File: src/rtl/cube_frame_buffer_if.sv
`default_nettype none
// ============================================================================
// Module      : cube_frame_buffer_if
// Description : Write-stream and display-read bus of the cube frame buffer.
//               master : upstream writer / display reader (drives wr_valid,
//                        wr_data, wr_sof, rd_addr)
//               slave  : the frame buffer (drives wr_ready, rd_data)
// Revision    : 1.0 - initial release
// ============================================================================
interface cube_frame_buffer_if;
    logic       wr_valid;   // upstream byte present on wr_data
    logic [7:0] wr_data;    // one latch row of one layer
    logic       wr_sof;     // wr_data is byte 0 of a frame
    logic       wr_ready;   // buffer accepts wr_data this cycle
    logic [5:0] rd_addr;    // {layer[2:0], latch[2:0]}
    logic [7:0] rd_data;    // front-buffer byte at rd_addr

    modport master (
        output wr_valid, wr_data, wr_sof, rd_addr,
        input  wr_ready, rd_data
    );

    modport slave (
        input  wr_valid, wr_data, wr_sof, rd_addr,
        output wr_ready, rd_data
    );
endinterface
`default_nettype wire

File: src/rtl/cube_frame_buffer.sv
`default_nettype none
// ============================================================================
// Module      : cube_frame_buffer
// Description : Double-buffered 8x8x8 LED cube frame store (64 bytes/frame).
//               Upstream fills the back bank byte by byte; the display reads
//               the front bank combinationally. A completed frame waits in
//               the back bank until the display signals frame_end, then the
//               banks swap.
// Ports       : clk            rising-edge system clock
//               rst_n          synchronous active-low reset
//               bus            cube_frame_buffer_if.slave (write stream and
//                              display read port)
//               frame_end      display finished a full layer sweep (pulse)
//               frame_pending  back frame complete, waiting for a swap
//               err_sof        sticky: start-of-frame seen mid-frame
//               swap_count     swaps since reset (only with
//                              CUBE_FB_SWAP_COUNT_EN defined)
// Options     : CUBE_FB_SWAP_COUNT_EN adds the swap_count output.
// Revision    : 1.0 - initial release
// ============================================================================
module cube_frame_buffer (
    input  logic                        clk,
    input  logic                        rst_n,
    cube_frame_buffer_if.slave          bus,
    input  logic                        frame_end,
    output logic                        frame_pending,
    output logic                        err_sof
`ifdef CUBE_FB_SWAP_COUNT_EN
    ,
    output logic [15:0]                 swap_count
`endif
);

    typedef enum logic [0:0] {
        ST_FILL = 1'b0,
        ST_PEND = 1'b1
    } state_t;

    state_t     state_q, state_d;
    logic [5:0] wptr_q, wptr_d;
    logic       sel_q, sel_d;               // 0: bank0 is front, 1: bank1 is front
    logic       front_valid_q, front_valid_d;
    logic       err_sof_q, err_sof_d;

    logic [7:0] bank0_q [64];
    logic [7:0] bank1_q [64];

    logic       accept;
    logic       swap;
    logic [5:0] wr_addr;

    // ------------------------------------------------------------------
    // Next-state / control
    // ------------------------------------------------------------------
    always_comb begin
        state_d       = state_q;
        wptr_d        = wptr_q;
        sel_d         = sel_q;
        front_valid_d = front_valid_q;
        err_sof_d     = err_sof_q;
        swap          = 1'b0;
        accept        = bus.wr_valid && (state_q == ST_FILL);
        // A start-of-frame byte always lands at address 0.
        wr_addr       = bus.wr_sof ? 6'd0 : wptr_q;

        case (state_q)
            ST_FILL: begin
                // frame_end is deliberately ignored here: a swap only ever
                // follows a frame that was already complete beforehand.
                if (accept) begin
                    if (bus.wr_sof) begin
                        wptr_d = 6'd1;
                        if (wptr_q != 6'd0) begin
                            err_sof_d = 1'b1;
                        end
                    end else begin
                        wptr_d = wptr_q + 6'd1;   // wraps 63 -> 0
                        if (wptr_q == 6'd63) begin
                            state_d = ST_PEND;
                        end
                    end
                end
            end
            ST_PEND: begin
                if (frame_end) begin
                    swap          = 1'b1;
                    sel_d         = ~sel_q;
                    front_valid_d = 1'b1;
                    state_d       = ST_FILL;
                end
            end
            default: begin
                state_d = ST_FILL;
            end
        endcase
    end

    // ------------------------------------------------------------------
    // State registers
    // ------------------------------------------------------------------
    always_ff @(posedge clk) begin
        if (!rst_n) begin
            state_q       <= ST_FILL;
            wptr_q        <= 6'd0;
            sel_q         <= 1'b0;
            front_valid_q <= 1'b0;
            err_sof_q     <= 1'b0;
        end else begin
            state_q       <= state_d;
            wptr_q        <= wptr_d;
            sel_q         <= sel_d;
            front_valid_q <= front_valid_d;
            err_sof_q     <= err_sof_d;
        end
    end

    // ------------------------------------------------------------------
    // Frame storage: the back bank is the one not selected as front.
    // Contents are not reset; a write in the reset cycle is dropped since
    // that frame is being discarded anyway.
    // ------------------------------------------------------------------
    always_ff @(posedge clk) begin
        if (rst_n && accept) begin
            if (sel_q) begin
                bank0_q[wr_addr] <= bus.wr_data;
            end else begin
                bank1_q[wr_addr] <= bus.wr_data;
            end
        end
    end

    // ------------------------------------------------------------------
    // Outputs
    // ------------------------------------------------------------------
    assign bus.wr_ready   = (state_q == ST_FILL);
    assign frame_pending  = (state_q == ST_PEND);
    assign err_sof        = err_sof_q;

    // Nothing is shown until the first frame has been swapped in.
    assign bus.rd_data = !front_valid_q ? 8'h00
                       : (sel_q ? bank1_q[bus.rd_addr] : bank0_q[bus.rd_addr]);

`ifdef CUBE_FB_SWAP_COUNT_EN
    logic [15:0] swap_count_q, swap_count_d;

    always_comb begin
        swap_count_d = swap_count_q;
        if (swap) begin
            swap_count_d = swap_count_q + 16'd1;   // wraps FFFF -> 0
        end
    end

    always_ff @(posedge clk) begin
        if (!rst_n) begin
            swap_count_q <= 16'd0;
        end else begin
            swap_count_q <= swap_count_d;
        end
    end

    assign swap_count = swap_count_q;
`else
    logic unused_swap;
    assign unused_swap = swap;
`endif

endmodule
`default_nettype wire

File: src/flat_wrapper.sv
// flat-port wrapper written by rule: the top's interface ports become plain ports
module cube_frame_buffer_flat 
  (clk, rst_n, frame_end, frame_pending, err_sof, bus_wr_valid, bus_wr_data, bus_wr_sof, bus_rd_addr, bus_wr_ready, bus_rd_data);
  cube_frame_buffer_if bus_i ();
  input  logic clk;
  input  logic rst_n;
  input  logic frame_end;
  output logic frame_pending;
  output logic err_sof;
  input wire logic [$bits(bus_i.wr_valid)-1:0] bus_wr_valid;
  input wire logic [$bits(bus_i.wr_data)-1:0] bus_wr_data;
  input wire logic [$bits(bus_i.wr_sof)-1:0] bus_wr_sof;
  input wire logic [$bits(bus_i.rd_addr)-1:0] bus_rd_addr;
  output wire logic [$bits(bus_i.wr_ready)-1:0] bus_wr_ready;
  output wire logic [$bits(bus_i.rd_data)-1:0] bus_rd_data;
  assign bus_i.wr_valid = bus_wr_valid;
  assign bus_i.wr_data = bus_wr_data;
  assign bus_i.wr_sof = bus_wr_sof;
  assign bus_i.rd_addr = bus_rd_addr;
  assign bus_wr_ready = bus_i.wr_ready;
  assign bus_rd_data = bus_i.rd_data;
  cube_frame_buffer u_core (.clk(clk), .rst_n(rst_n), .bus(bus_i), .frame_end(frame_end), .frame_pending(frame_pending), .err_sof(err_sof));
endmodule
File: config.mk
export PLATFORM = sky130hd
export DESIGN_NAME = cube_frame_buffer_flat
export DESIGN_NICKNAME = d
export VERILOG_FILES = /design/src/rtl/cube_frame_buffer_if.sv /design/src/rtl/cube_frame_buffer.sv /design/src/flat_wrapper.sv
export SDC_FILE = /design/constraint.sdc
export NUM_CORES = 1
export LEC_CHECK = 0
export ABC_CLOCK_PERIOD_IN_PS = 5950
export BUFFER_PORTS_ARGS = -buffer_cell sky130_fd_sc_hd__buf_4
export CAP_MARGIN = 20
export CORE_ASPECT_RATIO = 1.5
export CORE_UTILIZATION = 63
export DETAILED_ROUTE_END_ITERATION = 12
export GPL_TIMING_DRIVEN = 0
export PLACE_DENSITY = 0.86
export SLEW_MARGIN = 20
export SYNTH_ARGS = -nofsm -noshare
export SYNTH_HDL_FRONTEND = slang
export SYNTH_SLANG_ARGS = --single-unit
File: constraint.sdc
create_clock -name clk -period 5.95 [get_ports clk]
set_input_delay 0.8925 -clock clk [delete_from_list [all_inputs] [get_ports clk]]
set_output_delay 0.8925 -clock clk [all_outputs]
set_load 0.02 [all_outputs]
; After elaboration in Yosys (flattened, before gate mapping)
; Memories as Yosys holds them, arrays and structs flattened.
; Index checks and enable logic that the tools add are counted.
[totals]
ram_bits = 1024
word_cells = 32
regBits = 10
out_inout_bits = 11
n_memories = 2
inputBits = 19
[memory_table]
columns = name, depth, word_bits, read_ports, rd_clocked_by_memory_dff, wr, line_no
row1 = u_core.bank0_q, 64, 8, 1, 0, 1, cube_frame_buffer.sv:45  ; logic [7:0] bank0_q [64];
row2 = u_core.bank1_q, 64, 8, 1, 0, 1, cube_frame_buffer.sv:46  ; logic [7:0] bank1_q [64];
[classes]
n_eq_ne = 1
muxes = 15
add_sub_neg = 1
n_reduce_logical = 6
bitwise_logic = 2
[ops]
columns = cell, n
row1 = two-way mux 8 bit, 2
row2 = two-way mux 6 bit, 2
row3 = two-way mux 1 bit, 10
row4 = "adder 6 x 1 -> 6 bit, second input constant", 1
row5 = "== test 6 bit, second input constant", 1
row6 = nonzero test 6 bit, 1
row7 = AND reduction 2 bit, 2
row8 = AND reduction 4 bit, 1
row9 = logical AND 1 bit, 2
row10 = inverter 1 bit, 2
row11 = one-hot mux 1 bit (2 select lines), 1

; Longest topological paths before layout
[logic_depth]
word_depth = 5
depth_mapped = 10
depth_no_buf = 6

; Worst setup path after synthesis
; No wires, ideal clock.
[synth_path]
kind = input to output
start = input bus_rd_addr[1]
end = output bus_rd_data[4]
n_path_buf = 4
t_arrival_ns = 2.946
setup_slack_ns = 2.112
path_stages = 9
required_ns = 5.058
path_cell_list = buf_2 -> buf_2 -> buf_2 -> buf_2 -> mux4_2 -> a22oi_1 -> nand3_1 -> o41ai_1 -> nand3_1
[synth_via]
elab_chain_cells = 3
elab_cells_between_ends = 4
[synth_rtl]
columns = item, line_no
row1 = start: declaration, flat_wrapper.sv:13  ; input wire logic [$bits(bus_i.rd_addr)-1:0] bus_rd_addr;
row2 = "memory read (64 x 8 bit), on equally long branches", -
row3 = two-way mux 8 bit *, cube_frame_buffer.sv:141  ; : (sel_q ? bank1_q[bus.rd_addr] : bank0_q[bus.rd_addr]);
row4 = two-way mux 8 bit *, cube_frame_buffer.sv:140  ; assign bus.rd_data = !front_valid_q ? 8'h00
row5 = end: declaration, flat_wrapper.sv:15  ; output wire logic [$bits(bus_i.rd_data)-1:0] bus_rd_data;
; Every way passes the cells marked *; elsewhere a longest branch is shown, timed or not.

; Final worst setup path
[layout_path]
start = input bus_rd_addr[1]
end = output bus_rd_data[6]
; Same word-level chain as after synthesis.

==> impl_metrics.toml <==
[route]
dr_wl_met2_um = 53700
drc = 0
via_count = 22000
first_iter_violations = 3508
antenna_left = 0
top_layer = "met5"
drt-met1-wl_um = 33900
wl_met3_um = 13200
routed_wirelength_um = 112000
dr.pass1.iters = 7
wl_per_cell_um = 37.4
via_per_inst = 7.35

[synth]
syn_nets = 2016
ys_seq_area_share_pct = 76.6
netlist_area_mm2 = 0.0404
yosysUniqueCellTypes = 51
synth_ff_type = "edfxtp_1"
synth_edf_count = 1024
synthArstFlopShare_pct = 0
synth_area_per_cell_um2 = 20.2
synth-seq-cells = 1034
synth_warnings = 0
synthCells = 1995

[global_route]
antenna_found_initial = 5
grt_first_pass_wirelength_um = 158000
grt_util_all_layers_pct = 35.2
grt_start_max_net_pins = 129
grt_overflow = 0
grt_pass1_vias = 22400

[sta]
tns_ps = -297
post-route-min-period_ps = 6160
rsz0062_at_grt = "no"
clock_skew_ps = 33.8
finalCritPeriodShare_pct = 103
finalSetupViolCount = 3
slew_headroom_pct = 9.93
final_max_slew_viol_count = 0
fmax_mhz = 162
hold_violations = 0
setup_ws_ps = -206
worst_pin_slew_ps = 1350

[layout]
post-route-util_pct = 70.4
drive_gt1_share_pct = 21.0
seqCellArea_mm2 = 0.0309
fillCellCount = 3509
layout_common_cells = "edfxtp_1, mux4_2, nor2_1"
layout_commonest_cell = "edfxtp_1"
syn2layout_area_growth_pct = 10.3
multi_input_area_mm2 = 0.00891
fin_area_mm2 = 0.0446
nets = 2136

[floorplan]
coreArea_mm2 = 0.0633
dieWidth_um = 209
fp.dieArea_mm2 = 0.0652
fp.dieH_um = 312
start_util_pct = 63.8
io-pin-count = 30
placementRows = 113

[clocking]
cts.sinks = 1034
clk_latency_ps = 680
path_clk_slew_ps = 60
cts_inserted_buffers = 87
cts_max_level = 3
clk_path_buf_depth = 3
cts_tree = "done"
cts_setup_buffers = 0
root_buffer = "clkbuf_16"

[critical_path]
path_class = "primary input to primary output"
cp-end-kind = "primary output"
critPathLaunch = "bus_rd_addr[1]"
critPathMaxFanout = 10
arrival_ps = 5260
required_ps = 5060
cp-start-kind = "primary input"
r2r_start = "u_core.frame_pending"

[placement]
post-place-ws_ps = 158
placed_area_mm2 = 0.0417
gp_congestion = 1.04
dp_hpwl_um = 70300
portBuffers = 27

[power]
p_leak_nw = 14.1
vdd_drop_max_v = 0.000306
powerDensity_mw_per_mm2 = 325

[outcome]
outcome = "finished with violations"
violations = "negative setup slack"

[worst_hold_path]
hold_path.class = "flop to flop"
hp-start = "u_core.err_sof"

[flow_run]
drv_cap = 0
[area by class of cell]
cell class,count,area share [%]
diodes,2,0.0112
plain buffers,108,1.25
clock buffers,115,5.33
clock inverters,43,1.08
inverters,5,0.0421
multi-input cells,848,20.0
flip-flops and latches,1034,69.4
well taps,805,2.26
repair buffers,31,0.615
[path summary, 6_finish.rpt]
path                                         endpoint  slack (ps)  depth (start not counted)
worst max-delay path                   bus_rd_data[6]        -210                         10
worst min-delay path                   u_core.err_sof         550                          1
worst max register to register  u_core.bank0_q[54][0]        2680                          6
worst min register to register         u_core.err_sof         550                          1
[routing by layer]
layer	track usage [%]	vias to the layer above
met1	40.3	10900
met3	9.30	542
met2	56.3	2091
li1	-	8468
met4	28.5	6
met5	0	-
[where the power goes]
| part | switching, W | internal (W) |
|---|---|---|
| combinational | 0.000448 | 0.000217 |
| sequential | 0.00000332 | 0.00800 |
| clock | 0.00256 | 0.00325 |
[registers in the layout, summed over array words and instances, names as in the netlist]
name,count
u_core.bank0_q,512
u_core.bank1_q,512
u_core.wptr_q,6
u_core.err_sof,1
u_core.frame_pending,1
u_core.front_valid_q,1
u_core.sel_q,1
[kinds of logic after synthesis]
kind of cell,after synthesis,share of synthesized area [%]
AO/OA/AOI/OAI,151,2.65
adder cells (fa/ha/maj),2,0.0619
multiplexers,346,15.2
AND/OR/NAND/NOR,346,3.97
flip-flops,1034,76.6
buffers and inverters,113,1.41
XOR/XNOR,3,0.0651
[synthesized netlist by cell type (10+ instances only)]
library cell	n	share of area, %
a21oi_1	30	0.37
a22oi_1	66	1.2
and3_1	17	0.26
buf_1	15	0.14
buf_2	35	0.43
buf_4	13	0.24
clkbuf_1	39	0.36
dfxtp_1	10	0.50
edfxtp_1	1024	76
mux2_2	27	0.75
mux2i_1	107	2.7
mux4_2	212	12
nand2_1	54	0.50
nand3_1	43	0.53
nand4_1	15	0.23
nor2_1	155	1.4
nor2b_1	16	0.25
nor3_1	10	0.12
o21ai_0	11	0.14
o221ai_1	11	0.24
o22a_1	10	0.22
[timing repair]
action | 4_1_cts | 5_1_grt
resized for setup | 0 | 2
hold buffers | 0 | 0
setup endpoints to repair | 0 | 2
[worst max-delay path: stages]
cell     delay, ps
buf_2          380
buf_2          530
buf_1          960
buf_2          620
mux4_2         450
nand2_1        110
nand4_1        210
o31ai_1        650
nand3_1        200
buf_4          200
[stage by stage]
step | total power, W | hold slack (ps) | std cells
global route | 0.0147 | 555 | 2989
finish | 0.0145 | 545 | 2991
detailed placement | 0.00880 | 529 | 2830
CTS | 0.0144 | 540 | 2988
floorplan | 0.00850 | 558 | 1995
global placement | 0.00877 | 542 | 2827
Power figures use the tool's default switching activity.
